File: config.mk
export PLATFORM = sky130hd
export DESIGN_NAME = fetch_decode_queue_flat
export DESIGN_NICKNAME = d
export VERILOG_FILES = /design/src/rtl/fetch_decode_queue_if.sv /design/src/rtl/fetch_decode_queue.sv /design/src/flat_wrapper.sv
export SDC_FILE = /design/constraint.sdc
export NUM_CORES = 1
export LEC_CHECK = 0
export CAP_MARGIN = 20
export CORE_MARGIN = 3
export CORE_UTILIZATION = 55
export DETAILED_ROUTE_END_ITERATION = 8
export PLACE_DENSITY = 0.81
export SETUP_SLACK_MARGIN = 0.2
export SYNTH_ARGS = -nofsm -noshare
export SYNTH_HDL_FRONTEND = slang
export SYNTH_SLANG_ARGS = --single-unit
File: constraint.sdc
create_clock -name clk -period 2.95 [get_ports clk]
set_clock_uncertainty 0.05 [all_clocks]
set_input_delay 0.885 -clock clk [delete_from_list [all_inputs] [get_ports clk]]
set_output_delay 0.885 -clock clk [all_outputs]
set_load 0.02 [all_outputs]
File: src/rtl/fetch_decode_queue_if.sv
// fetch_decode_queue_if
//   Bundles the fetch-side push channel, the decode-side pop channel, the
//   redirect flush and the occupancy count of the fetch/decode instruction
//   queue.
//   master : driven by the fetch/decode pipeline (or a testbench)
//            drives flush, in_valid, in_pc, in_instr, out_ready
//            observes in_ready, out_valid, out_pc, out_instr, count
//   slave  : the queue itself (direction mirror of master)
interface fetch_decode_queue_if #(
  parameter int DEPTH = 4,
  parameter int XLEN  = 32
);
  localparam int CW = $clog2(DEPTH) + 1;

  logic            flush;
  logic            in_valid;
  logic            in_ready;
  logic [XLEN-1:0] in_pc;
  logic [XLEN-1:0] in_instr;
  logic            out_valid;
  logic            out_ready;
  logic [XLEN-1:0] out_pc;
  logic [XLEN-1:0] out_instr;
  logic [CW-1:0]   count;

  modport master (
    output flush, in_valid, in_pc, in_instr, out_ready,
    input  in_ready, out_valid, out_pc, out_instr, count
  );

  modport slave (
    input  flush, in_valid, in_pc, in_instr, out_ready,
    output in_ready, out_valid, out_pc, out_instr, count
  );
endinterface

File: src/rtl/fetch_decode_queue.sv
// fetch_decode_queue
//   Instruction buffer between fetch and decode. Fetch pushes {pc, instr}
//   pairs over a valid/ready handshake, decode pops them in strict FIFO
//   order. Back-pressures fetch when full and discards everything on flush
//   (branch/jump redirect) so no stale instruction reaches decode.
// Ports
//   clk    : rising-edge clock
//   reset  : asynchronous, active-low reset
//   bus    : fetch_decode_queue_if.slave
//            flush               synchronous discard of all entries
//            in_valid/in_ready   push handshake, in_pc/in_instr payload
//            out_valid/out_ready pop handshake, out_pc/out_instr head entry
//            count               entries held, 0..DEPTH
module fetch_decode_queue #(
  parameter int DEPTH = 4,
  parameter int XLEN  = 32
) (
  input  logic                 clk,
  input  logic                 reset,
  fetch_decode_queue_if.slave  bus
);
  localparam int AW = $clog2(DEPTH);
  localparam int CW = AW + 1;
  localparam logic [CW-1:0] FULL = CW'(DEPTH);

  logic [AW-1:0]   wr_ptr;
  logic [AW-1:0]   rd_ptr;
  logic [CW-1:0]   count_q;
  logic [XLEN-1:0] pc_mem    [DEPTH];
  logic [XLEN-1:0] instr_mem [DEPTH];

  logic in_ready_w;
  logic out_valid_w;
  logic push;
  logic pop;

  // Ready/valid depend on occupancy only, so neither side can form a
  // combinational loop through the other's handshake.
  assign in_ready_w  = (count_q != FULL);
  assign out_valid_w = (count_q != '0);
  assign push        = bus.in_valid  & in_ready_w;
  assign pop         = bus.out_ready & out_valid_w;

  // NOTE: sequential state uses non-blocking assignments so every register
  // samples the pre-edge values of the others, regardless of statement order.
  // NOTE: storage is reset here because the head entry reads as zero after
  // reset; flush only rewinds the pointers since out_* are masked when empty.
  always_ff @(posedge clk or negedge reset) begin
    if (!reset) begin
      wr_ptr  <= '0;
      rd_ptr  <= '0;
      count_q <= '0;
      for (int i = 0; i < DEPTH; i++) begin
        pc_mem[i]    <= '0;
        instr_mem[i] <= '0;
      end
    end else if (bus.flush) begin
      // Redirect wins over any same-cycle push or pop.
      wr_ptr  <= '0;
      rd_ptr  <= '0;
      count_q <= '0;
    end else begin
      if (push) begin
        pc_mem[wr_ptr]    <= bus.in_pc;
        instr_mem[wr_ptr] <= bus.in_instr;
        wr_ptr            <= wr_ptr + 1'b1;
      end
      if (pop) begin
        rd_ptr <= rd_ptr + 1'b1;
      end
      case ({push, pop})
        2'b10:   count_q <= count_q + 1'b1;
        2'b01:   count_q <= count_q - 1'b1;
        default: count_q <= count_q;
      endcase
    end
  end

  // NOTE: every output of a combinational block gets a default first, so no
  // path leaves it unassigned and no latch is inferred.
  always_comb begin
    bus.out_pc    = '0;
    bus.out_instr = '0;
    if (out_valid_w) begin
      bus.out_pc    = pc_mem[rd_ptr];
      bus.out_instr = instr_mem[rd_ptr];
    end
  end

  assign bus.in_ready  = in_ready_w;
  assign bus.out_valid = out_valid_w;
  assign bus.count     = count_q;
endmodule

File: src/flat_wrapper.sv
// flat-port wrapper written by rule: the top's interface ports become plain ports
module fetch_decode_queue_flat 
#(
  parameter int DEPTH = 4,
  parameter int XLEN  = 32
)
  (clk, reset, bus_flush, bus_in_valid, bus_in_pc, bus_in_instr, bus_out_ready, bus_in_ready, bus_out_valid, bus_out_pc, bus_out_instr, bus_count);
  fetch_decode_queue_if #(.DEPTH(DEPTH), .XLEN(XLEN)) bus_i ();
  input  logic clk;
  input  logic reset;
  input wire logic [$bits(bus_i.flush)-1:0] bus_flush;
  input wire logic [$bits(bus_i.in_valid)-1:0] bus_in_valid;
  input wire logic [$bits(bus_i.in_pc)-1:0] bus_in_pc;
  input wire logic [$bits(bus_i.in_instr)-1:0] bus_in_instr;
  input wire logic [$bits(bus_i.out_ready)-1:0] bus_out_ready;
  output wire logic [$bits(bus_i.in_ready)-1:0] bus_in_ready;
  output wire logic [$bits(bus_i.out_valid)-1:0] bus_out_valid;
  output wire logic [$bits(bus_i.out_pc)-1:0] bus_out_pc;
  output wire logic [$bits(bus_i.out_instr)-1:0] bus_out_instr;
  output wire logic [$bits(bus_i.count)-1:0] bus_count;
  assign bus_i.flush = bus_flush;
  assign bus_i.in_valid = bus_in_valid;
  assign bus_i.in_pc = bus_in_pc;
  assign bus_i.in_instr = bus_in_instr;
  assign bus_i.out_ready = bus_out_ready;
  assign bus_in_ready = bus_i.in_ready;
  assign bus_out_valid = bus_i.out_valid;
  assign bus_out_pc = bus_i.out_pc;
  assign bus_out_instr = bus_i.out_instr;
  assign bus_count = bus_i.count;
  fetch_decode_queue #(.DEPTH(DEPTH), .XLEN(XLEN)) u_core (.clk(clk), .reset(reset), .bus(bus_i));
endmodule
Word-level counts from Yosys, hierarchy flattened
Index checks and enable logic that the tools add are counted.
{ "word_totals": {"output_inout_bits": 69, "reg_bits": 263, "word_cells": 50, "input_bits": 69} }
{ "classes": {"n_mux": 18, "n_eq_ne": 3, "n_reduce_logical": 6, "add_sub_neg": 4, "n_lt_le_gt_ge": 3, "n_bitwise": 5} }
{ "op_table": {"columns": ["operator", "count"], "rows": [
  ["bitwise mux 128 bit", 2],
  ["two-way mux 32 bit", 7],
  ["binary-select mux 32 bit (select 2 bit)", 2],
  ["demux 32 bit (select 2 bit)", 1],
  ["two-way mux 2 bit", 4],
  ["greater-or-equal comparator 3 bit, second input constant", 2],
  ["NOT 2 -> 3 bit", 2],
  ["one-hot mux 3 bit (2 select lines)", 1],
  ["nonzero test 3 bit", 2],
  ["adder 2 x 1 -> 2 bit, second input constant", 2],
  ["nonzero test 2 bit", 2],
  ["adder 3 x 1 -> 3 bit, second input constant", 1],
  ["< comparator 3 x 1 -> 1 bit, second input constant", 1],
  ["two-way mux 3 bit", 1],
  ["!= test 3 bit, second input constant", 1],
  ["subtractor 3 x 1 -> 3 bit, second input constant", 1],
  ["AND 1 bit", 2],
  ["== test 2 x 1 -> 1 bit, second input constant", 1],
  ["== test 2 bit, second input constant", 1],
  ["AND reduction 2 bit", 1],
  ["logical AND 1 bit", 1],
  ["NOT 1 bit", 1]
]} }

Depth between registers and ports, before layout
{ "logic_depth": {"word_depth": 6, "depth_mapped": 8, "mapped_depth_nobuf": 7} }

Worst setup path after synthesis
No wires, ideal clock.
{ "synth_timing": {"path_type": "input port to flip-flop", "startpoint": "input bus_in_valid", "endpoint": "register u_core.count_q[2], in the netlist u_core.bus.count[2]", "setup_time_ns": 0.082, "arrival_ns": 2.799, "path_buffers": 1, "t_required_ns": 2.818, "slack_ns": 0.019, "cell_stages": 8, "path_cell_list": "buf_1 > o21ai_0 > nand2_1 > nor2_1 > fa_1 > or4b_2 > a21o_1 > a31oi_1"} }
{ "synth_between": {"elab_chain_cells": 4, "elab_cells_between_ends": 6, "classes_between": "eq/ne (2); mux (2); bitwise (1); reduce/logical (1)"} }
{ "synth_rtl": {"columns": ["item", "line", "source"], "rows": [
  ["from (decl)", "flat_wrapper.sv:12", "input wire logic [$bits(bus_i.in_valid)-1:0] bus_in_valid;"],
  ["AND 1 bit *", "fetch_decode_queue.sv:41", "assign push = bus.in_valid & in_ready_w;"],
  ["== test 2 x 1 -> 1 bit or == test 2 bit (tied branches)", "fetch_decode_queue.sv:71", "case ({push, pop})"],
  ["one-hot mux 3 bit (2 select lines)", "fetch_decode_queue.sv:71", null],
  ["two-way mux 3 bit", "fetch_decode_queue.sv:57", "end else if (bus.flush) begin"],
  ["to (signal assigned)", "fetch_decode_queue.sv:72", "2'b10: count_q <= count_q + 1'b1;"],
  ["to (signal assigned)", "fetch_decode_queue.sv:73", "2'b01: count_q <= count_q - 1'b1;"],
  ["to (signal assigned)", "fetch_decode_queue.sv:74", "default: count_q <= count_q;"],
  ["to (decl)", "fetch_decode_queue.sv:28", "logic [CW-1:0] count_q;"]
]} }
Mark *: on every way between the ends. The rest lies on a longest branch, timed or not.
A chain may end at the register's enable or synchronous reset.

Worst setup path in the final report
{ "layout_timing": {"startpoint": "register u_core.rd_ptr[0]", "endpoint": "output bus_out_pc[0]"} }
{ "layout_between": {"elab_chain_cells": 5} }
{ "layout_rtl": {"columns": ["item", "line", "source"], "rows": [
  ["from (decl)", "fetch_decode_queue.sv:27", "logic [AW-1:0] rd_ptr;"],
  ["from (signal assigned)", "fetch_decode_queue.sv:69", "rd_ptr <= rd_ptr + 1'b1;"],
  ["NOT 2 -> 3 bit (implied by the code)", "fetch_decode_queue.sv:85", "bus.out_pc = pc_mem[rd_ptr];"],
  ["binary-select mux 32 bit (select 2 bit)", "fetch_decode_queue.sv:85", null],
  ["two-way mux 32 bit (implied by the code) (2 in series)", "fetch_decode_queue.sv:85", null],
  ["two-way mux 32 bit", "fetch_decode_queue.sv:84", "if (out_valid_w) begin"],
  ["to (decl)", "flat_wrapper.sv:18", "output wire logic [$bits(bus_i.out_pc)-1:0] bus_out_pc;"]
]} }
Every way passes these cells. The select of a mux whose other input is x is not followed.

==> impl_results.md <==
* Yosys warnings at 0
* Final Instance Area at roughly 0.016 mm²
* CP startpoint kind: flip-flop
* Reg power frac at between 30% and 40%
* Initial antenna violation count at 0
* Initial Util at 56.8%
* Internal power at 10.6 mW
* Register area share after synthesis at 52.3%
* Final Hold Vio Count at 0
* Total track usage at approximately 23%
* Number of distinct library cells after synthesis at 35
* Mapped Cells at 753
* CTS tree: yes
* Clock Power Share at 23.0%
* Ports at 138
* Clock transition at the registers of the reported paths at 0.06 ns
* Core area at 0.0222 mm²
* Fill count at 1,414
* Total power at 14.7 mW
* DIE AREA at 0.0247 mm²
* Worst slew margin at 66.2%
* TritonRoute pass-1 iters at 4
* Area leader, netlist: dfrtp_1
* Combinational Power Share at 37.5%
* HP Class: primary input to async pin
* P_sw at 4.12 mW
* GRT overflow at 0
* CTS root buf: clkbuf_16
* Asr flop ratio synth at 100%
* Max VDD drop at approximately 0.55 mV
* Synthesized area at 0.0126 mm²
* Die span in x at 157 µm
* Peak Freq at 321 MHz
* CTS buffer count at 27
* Critical path class: flip-flop to output pin
* Drt first-iter violations at 375
* Fin cells at 1,223
* Max-slew violations at 0
* RSZ-0062 raised after global routing: yes
* Row Count at 54
* Outcome: finished, violations left
* Cell leakage power at 7.07 nW
* Setup crit end kind: output pin
* Post-route setup slack at -0.166 ns
* Minimum clock period at 3.12 ns
* Worst Path Arrival at 2.18 ns
* Final #Nets at approximately 1,000
* Area growth syn-to-layout at 26.0%
* Ranking of synthesized cells by area: dfrtp_1, mux2_4, mux2_2
* Placed insts at 1,159
* Dpl cell area at 0.0144 mm²
* Max-Cap Viols at 0
* DR WL/cell at 22.3 µm
* WL final at 27,200 µm
* Sink Count at 263
* Global-route wire length before repair at 44,300 µm
* Worst endpoint required time at 2.02 ns
* Ant diodes at 0
* Setup violators final at 64
* Routed vias/inst at roughly 5.8
* Fraction of layout cells with a size suffix above 1 at 59.9%
* Avg Inst Size Synth at ~17 µm²
* Worst skew pair latency at 0.52 ns
* Switch share at 28.0%
* Via Count at 7,060
* Main synth FF type: dfrtp_1
* Worst-path fanout max at 6
* Most common cell in the netlist: dfrtp_1
* Yosys reg bits at roughly 260
* GPL Wtd Cong at roughly 0.74
* Port-buffer cells at 137
* Max clock buf depth at 3
* Most common library cells after synthesis: dfrtp_1, mux2_2, mux2_4, and2_1, mux4_2
* Drt drc at 0
* Post-synth top area share at 52.3%
* Hold-fix buffers, CTS at 0
* DIE HEIGHT at ~160 µm
* Largest net degree at the start of global routing at 64
* H-tree depth at 1
* Antenna-violating nets left at 0
* Worst Max-Slew Pin Slew at about 0.51 ns
* PD cells at 928 mW/mm²
* Failing checks: negative setup slack
* Dpl hpwl at around 16,000 µm
* Fin crit share at 106%
* Post-synth EDFFs at 0
* Syn Nets at about 830
* Via count of the first global-routing pass at 7,953
[layout by cell type, fill, tap and decap left out, drive strengths merged]
cell type / count
mux2: 256
clkdlybuf4s50: 70
nor2b: 1
nor3b: 1
ha: 4
or4b: 1
a21oi: 5
bufbuf: 2
xor2: 3
nand2b: 1
nor2: 7
fa: 1
nand3: 6
or2b: 1
o21ai: 2
inv: 5
o221a: 1
clkbuf: 34
a31oi: 2
nor3: 1
and2b: 1
buf: 119
clkinv: 9
xnor2: 1
and3: 2
clkinvlp: 5
a2111oi: 1
mux4: 64
a21o: 1
bufinv: 2
dfrtp: 263
and2: 64
o211ai: 1
nand2: 5
or3b: 1
[layer usage]
| layer | vias up | routed length (µm) | global-route usage (%) |
|---|---|---|---|
| met4 | 0 | 632 | 5.74 |
| met2 | 165 | 13600 | 38.6 |
| met1 | 3753 | 11700 | 31.7 |
| met5 | - | 0 | 0 |
| met3 | 47 | 1300 | 3.52 |
| li1 | 3095 | - | - |
[metrics by stage]
stage / hold WS (ns) / setup TNS [ns] / util, % / worst slack, ns
3_3_place_gp: 0.431 / -0.0924 / 65.0 / -0.0877
2_1_floorplan: 0.424 / 0 / - / 0.206
6_report: 0.263 / -4.23 / 71.6 / -0.166
4_1_cts: 0.265 / -5.72 / 71.5 / -0.174
5_1_grt: 0.276 / -8.26 / 71.6 / -0.221
3_5_place_dp: 0.437 / -0.137 / 65.0 / -0.104
[worst max-delay path, stage by stage, from the launching register on]
cell and delay, ns:
dfrtp_4 0.52, buf_6 0.15, buf_12 0.12, buf_16 0.13
mux4_2 0.43, and2_4 0.18, buf_6 0.12
[final timing paths]
kind | cells past startpoint | from | slack [ns] | end
min in group clk | 1 | u_core.instr_mem[19] | 0.45 | u_core.instr_mem[19]
min reg2reg | 1 | u_core.instr_mem[19] | 0.45 | u_core.instr_mem[19]
max | 6 | u_core.rd_ptr[0] | -0.17 | bus_out_pc[0]
max in group asynchronous | 2 | reset | 1.89 | u_core.instr_mem[22]
max reg2reg | 8 | u_core.bus.count[0] | 0.61 | u_core.bus.count[2]
min | 1 | reset | 0.26 | u_core.pc_mem[8]
[power by group through the flow]
stage / clock network, mW / logic, mW / registers [mW]
6_report: 3.39 / 5.53 / 5.81
5_1_grt: 3.60 / 5.88 / 5.97
4_1_cts: 3.46 / 5.55 / 5.78
3_5_place_dp: 0 / 4.85 / 5.82
3_3_place_gp: 0 / 4.72 / 5.75
2_1_floorplan: 0 / 3.46 / 5.55
[registers in the layout (all words and copies together), names as in the netlist]
| register | count |
|---|---|
| u_core.rd_ptr | 2 |
| u_core.wr_ptr | 2 |
| u_core.instr_mem | 128 |
| u_core.pc_mem | 128 |
| u_core.bus.count | 3 |
[kinds of logic (layout without fill, tap and decap cells)]
kind of cell	Yosys count	after routing	synth area share, %
buf+inv	56	246	3.77
simple gates	92	92	4.52
compound gates	13	13	0.656
flops	263	263	52.3
mux	320	320	37.9
xor+xnor	4	4	0.278
fa+ha+maj	5	5	0.557
[final cells by class]
class | instances | area (µm²) | share of cell area [%]
multi-input combinational | 434 | 5710 | 36.0
inverter | 5 | 18.8 | 0.118
sequential | 263 | 6590 | 41.5
clock inverter | 16 | 146 | 0.923
clock buffer | 33 | 738 | 4.65
timing repair buffer | 192 | 2310 | 14.6
tap | 280 | 350 | 2.21
[timing repair]
action,4_1_cts,5_1_grt
resized for setup,470,6
pin swaps,0,0
endpoints found under the setup margin,66,65
cloned,6,0
buffers inserted,7,2
Note: power is estimated with default switching activity, not from simulation.
